### src/rtl/prbg_gen2.sv
`default_nettype none
// ============================================================================
// Module   : prbg_gen2
// Brief    : Dual Galois-LFSR pseudo-random bit generator with MSB-first
//            word packing and a valid/ready word output with stall.
// Revision : 1.0 - initial release
// ============================================================================
module prbg_gen2 #(
    parameter int unsigned    W          = 8,
    parameter int unsigned    OUT_W      = 8,
    parameter logic [W-1:0]   DEF_TAPS_A = 8'hB8,
    parameter logic [W-1:0]   DEF_TAPS_B = 8'h8E
) (
    input  logic             clk,
    input  logic             res,
    input  logic             load,
    input  logic [W-1:0]     seed_a,
    input  logic [W-1:0]     seed_b,
    input  logic [W-1:0]     taps_a,
    input  logic [W-1:0]     taps_b,
    input  logic [1:0]       mode,
    input  logic [W-1:0]     threshold,
    input  logic             run,
    input  logic             word_ready,
    output logic             bit_out,
    output logic             bit_valid,
    output logic [OUT_W-1:0] word_out,
    output logic             word_valid,
    output logic             lockup,
    output logic             busy
);

    localparam int unsigned    CW       = $clog2(OUT_W);
    localparam logic [CW-1:0]  c_last   = CW'(OUT_W - 1);
    localparam logic [CW-1:0]  c_cnt_1  = CW'(1);
    localparam logic [W-1:0]   c_one    = W'(1);

    localparam logic [1:0]     c_idle   = 2'd0;
    localparam logic [1:0]     c_run    = 2'd1;
    localparam logic [1:0]     c_hold   = 2'd2;

    logic [W-1:0]     r_sa, r_sb, r_ta, r_tb;
    logic [CW-1:0]    r_cnt;
    logic [OUT_W-2:0] r_shreg;
    logic [1:0]       r_state;

    logic             w_bit;
    logic [W:0]       w_step_a, w_step_b;
    logic [OUT_W-1:0] w_shnext;
    logic             w_last, w_stall, w_hs;

    // Returns {zero_replaced, next_state}; an all-zero state would lock the LFSR.
    function automatic logic [W:0] lfsr_step(input logic [W-1:0] s, input logic [W-1:0] t);
        logic [W-1:0] n;
        n = (s >> 1) ^ (s[0] ? t : '0);
        return (n == '0) ? {1'b1, c_one} : {1'b0, n};
    endfunction

    always_comb begin
        w_bit = (r_sa > r_sb);
        case (mode)
            2'b01:   w_bit = (r_sa > threshold);
            2'b10:   w_bit = r_sa[0] ^ r_sb[0];
            default: w_bit = (r_sa > r_sb);
        endcase
    end

    assign w_step_a = lfsr_step(r_sa, r_ta);
    assign w_step_b = lfsr_step(r_sb, r_tb);
    assign w_shnext = {r_shreg, w_bit};
    assign w_last   = (r_cnt == c_last);
    assign w_stall  = w_last && word_valid && !word_ready;
    assign w_hs     = word_valid && word_ready;
    assign busy     = (r_state != c_idle);

    always_ff @(posedge clk or posedge res) begin
        if (res) begin
            r_sa       <= c_one;
            r_sb       <= c_one;
            r_ta       <= DEF_TAPS_A;
            r_tb       <= DEF_TAPS_B;
            r_cnt      <= '0;
            r_shreg    <= '0;
            r_state    <= c_idle;
            bit_out    <= 1'b0;
            bit_valid  <= 1'b0;
            word_out   <= '0;
            word_valid <= 1'b0;
            lockup     <= 1'b0;
        end else if (load) begin
            r_sa       <= (seed_a == '0) ? c_one : seed_a;
            r_sb       <= (seed_b == '0) ? c_one : seed_b;
            r_ta       <= (taps_a == '0) ? DEF_TAPS_A : taps_a;
            r_tb       <= (taps_b == '0) ? DEF_TAPS_B : taps_b;
            r_cnt      <= '0;
            r_shreg    <= '0;
            r_state    <= c_idle;
            bit_valid  <= 1'b0;
            word_valid <= 1'b0;
            lockup     <= (seed_a == '0) || (seed_b == '0);
        end else begin
            // A pending word retires on handshake; a completing step below overrides.
            if (w_hs) word_valid <= 1'b0;
            case (r_state)
                c_idle: begin
                    bit_valid <= 1'b0;
                    if (run) r_state <= c_run;
                end
                c_run: begin
                    if (!run) begin
                        bit_valid <= 1'b0;
                        r_state   <= c_idle;
                    end else if (w_stall) begin
                        bit_valid <= 1'b0;
                        r_state   <= c_hold;
                    end else begin
                        bit_out   <= w_bit;
                        bit_valid <= 1'b1;
                        r_sa      <= w_step_a[W-1:0];
                        r_sb      <= w_step_b[W-1:0];
                        lockup    <= lockup | w_step_a[W] | w_step_b[W];
                        r_shreg   <= w_shnext[OUT_W-2:0];
                        if (w_last) begin
                            word_out   <= w_shnext;
                            word_valid <= 1'b1;
                            r_cnt      <= '0;
                        end else begin
                            r_cnt <= r_cnt + c_cnt_1;
                        end
                    end
                end
                c_hold: begin
                    bit_valid <= 1'b0;
                    if (!run)            r_state <= c_idle;
                    else if (word_ready) r_state <= c_run;
                end
                default: r_state <= c_idle;
            endcase
        end
    end

endmodule
`default_nettype wire

### config.mk
export PLATFORM = sky130hd
export DESIGN_NAME = prbg_gen2
export DESIGN_NICKNAME = d
export VERILOG_FILES = /design/src/rtl/prbg_gen2.sv
export SDC_FILE = /design/constraint.sdc
export NUM_CORES = 1
export LEC_CHECK = 0
export ABC_AREA = 1
export ABC_CLOCK_PERIOD_IN_PS = 3200
export CORE_ASPECT_RATIO = 0.8
export CORE_MARGIN = 3
export CORE_UTILIZATION = 35
export CTS_BUF_LIST = sky130_fd_sc_hd__clkbuf_4 sky130_fd_sc_hd__clkbuf_8
export DETAILED_ROUTE_END_ITERATION = 6
export PLACE_DENSITY_LB_ADDON = 0.1
export SLEW_MARGIN = 20
export SYNTH_ARGS = -nofsm -noshare
export SYNTH_HDL_FRONTEND = slang
export SYNTH_SLANG_ARGS = --single-unit
### constraint.sdc
create_clock -name clk -period 3.2 [get_ports clk]
set_input_delay 0.8 -clock clk [delete_from_list [all_inputs] [get_ports clk]]
set_output_delay 0.8 -clock clk [all_outputs]
set_load 0.02 [all_outputs]
==> key figures <==
Floorplanning
  – Die ar.: 10,600 um^2
  – Die width: 114 um
  – Rows: 31
  – Core area: roughly 9100 um^2
  – Die Ht: 92.8 um
  – Initial Utilization: 36.2%
  – IO Count: 60

Drt
  – Initial drt markers: roughly 180
  – Total Wirelength: 8280 um
  – Via count: between 2,000 and 3,000
  – Drt wl/cell: roughly 14 um
  – DRC viols: 0
  – Via-to-Cell Ratio: 4.84
  – DR pass1 iterations: 4
  – ANT nets after route: 0

Synthesis
  – Share of the synthesized area in the top cell type: a little over a third
  – YS warnings: 0
  – Register area share after synthesis: roughly 43%
  – Yosys top cell by area: dfrtp_1
  – Synth top area cells: dfrtp_1, nand2_1, dfstp_2, ha_1, inv_1
  – Number of flops mapped to enable cells by yosys: 0
  – Syn nets: ~500
  – Post-synth top cells: nand2_1, inv_1, dfrtp_1
  – #FFs+latches synth: 56
  – Syn Area/Cell: around 7.7 um^2
  – Yosys cell types: 32
  – Synthesized cell area: ~3300 um^2
  – Top_reg_cell synth: dfrtp_1
  – Gate count of the mapped netlist: 430
  – Count leader, synth: nand2_1
  – Post-synth ARST share: 100%

Clocking
  – Cts hold-fix bufs: 0
  – Reg clk slew, reported paths: 0.09 ns
  – Clk root buf: clkbuf_8
  – CTS Buf Count: 5
  – Skew-Pair Late Insertion Delay: between 0.3 and 0.4 ns
  – Post-CTS Setup Inserts: 0
  – H-tree Lvls: 2
  – Clock Sinks: 56
  – Clock buffer depth: 2
  – CTS tree: built
  – Post-CTS Resized: 0

Place
  – Placed cells: around 590
  – Area after DPL: approximately 4000 um^2
  – RePlAce Congestion: around 0.84
  – IO buf count: 59
  – Pre-CTS WS: slightly above 0.6 ns
  – Hpwl dp: between 6000 and 7000 um

Critical path
  – Critical path origin: r_state[0]$_DFFE_PP0P_
  – Crit Path Category: flip-flop to output pin
  – Worst R2R Start: r_cnt[0]$_DFFE_PP0P_
  – Critical path capture point type: output pin
  – Worst-path maximum fanout: 4
  – Req. time, crit path: between 2 and 2.5 ns
  – Startpoint Class: flip-flop
  – Critical path data arrival time: ~1.5 ns

Layout
  – Fill count: approximately 940
  – # diodes: 0
  – Non-Filler Instances: 600
  – Final non-filler cell area: about 4100 um^2
  – Nets@finish: 551
  – Fraction of layout cells with a size suffix above 1: under 10%
  – Layout Utilization: about 44%
  – Area Growth Syn to Fin: 23.0%

Min path
  – Hold Path Class: flip-flop to flip-flop
  – Hold Crit Start: r_tb[7]$_DFFE_PP1P_

STA
  – Fin crit period: between 2 and 2.5 ns
  – Slew headroom: between 50 and 60%
  – Worst Skew: between 0.01 and 0.015 ns
  – Worst slew pin tran: 0.729 ns
  – Worst setup margin: 0.903 ns
  – Max Slew Vio Count: 0
  – Sum Neg Setup Slack: 0 ns
  – Hold Slack: 0.477 ns
  – RSZ-0062 raised after global routing: no
  – Final period utilization: just over 70%
  – F_max: around 440 MHz
  – Hold Vio Cnt, Final: 0
  – Final setup vio count: 0

Global route
  – Vias in the first global route: roughly 2,800
  – Gr usage total: between 15 and 20%
  – Initial antenna violation count: 0
  – First-pass GRT wire length: 13,900 um
  – Congestion Overflow GR: 0
  – Pin count of the biggest net entering global routing: 57

Power and ir drop
  – Total power: about 1.8 mW
  – LEAKAGE: ~2.0 nW
  – Max VDD drop: 0.175 mV
  – PwrDens: about 450 nW/um^2

Job
  – Max-cap check violation count: 0

Outcome
  – Status: finished clean
[cells in the final DEF, fill, tap and decap left out, drive strengths merged]
| cell | instances |
|---|---|
| inv | 64 |
| clkinv | 1 |
| o22ai | 6 |
| a22o | 1 |
| nand2 | 146 |
| dfstp | 10 |
| clkbuf | 5 |
| a31oi | 2 |
| nor2 | 25 |
| ha | 20 |
| nor3 | 3 |
| a21o | 1 |
| a22oi | 1 |
| buf | 4 |
| dfrtp | 46 |
| o221ai | 9 |
| a21boi | 1 |
| nand3b | 2 |
| nand3 | 30 |
| nor4 | 2 |
| o211ai | 4 |
| a21oi | 11 |
| nand4 | 7 |
| bufinv | 1 |
| clkinvlp | 1 |
| clkdlybuf4s50 | 59 |
| o21ai | 23 |
[worst max-delay path, cell delays in order (launching register included)]
cell,delay [ns]
dfrtp_1,0.42
inv_1,0.09
nand2_1,0.08
clkdlybuf4s50_1,0.60
[cell families (layout without fill, tap and decap cells)]
| family | Yosys count | in the layout | synth area share (%) |
|---|---|---|---|
| buffers and inverters | 80 | 135 | 10.8 |
| and+or+nand+nor | 215 | 215 | 27.6 |
| adders and majority gates | 20 | 20 | 7.59 |
| AOI/OAI and AO/OA | 59 | 59 | 11.0 |
| DFF | 56 | 56 | 42.9 |
[per-layer routing]
metal	share of wire, %	up-vias	routed length (um)	global-route usage [%]
met5	0	-	0	0
met4	0.85	0	70	4.06
met1	53	1319	4420	24.8
met2	41	71	3400	23.9
li1	-	1502	-	-
met3	4.7	9	388	2.42
[state kept, by name, indices dropped and copies added, names as in the netlist]
register    count
r_sa            8
r_sb            8
r_cnt           3
word_out        8
r_tb            8
bit_valid       1
word_valid      1
r_ta            8
lockup          1
r_state         2
r_shreg         7
bit_out         1
[power breakdown]
part / total, mW / switching [mW] / internal (mW) / leakage, nW
Sequential: 0.868 / 0.0859 / 0.782 / 0.704
Clock: 0.475 / 0.243 / 0.232 / 0.0541
Combinational: 0.467 / 0.262 / 0.204 / 1.26
[worst paths after layout]
path	slack [ns]	cells after the start	to
worst min-delay path	0.48	2	r_tb[7]$_DFFE_PP1P_
max in group asynchronous	1.71	3	word_valid$_DFF_PP0_
worst max-delay path	0.90	3	busy
min in group asynchronous	0.98	3	bit_out$_DFFE_PP0P_
worst min register to register	0.48	2	r_tb[7]$_DFFE_PP1P_
worst max register to register	1.22	9	r_sb[6]$_DFFE_PP0P_
[area by class of cell]
class,instances,area (um^2),share of cell area (%)
multi-input combinational,294,1530,37.6
clock buffer,5,68.8,1.70
tap,115,144,3.55
inverter,64,240,5.92
sequential,56,1410,34.9
clock inverter,3,42.5,1.05
timing repair buffer,63,621,15.3
Note: power is estimated with default switching activity, not from simulation.
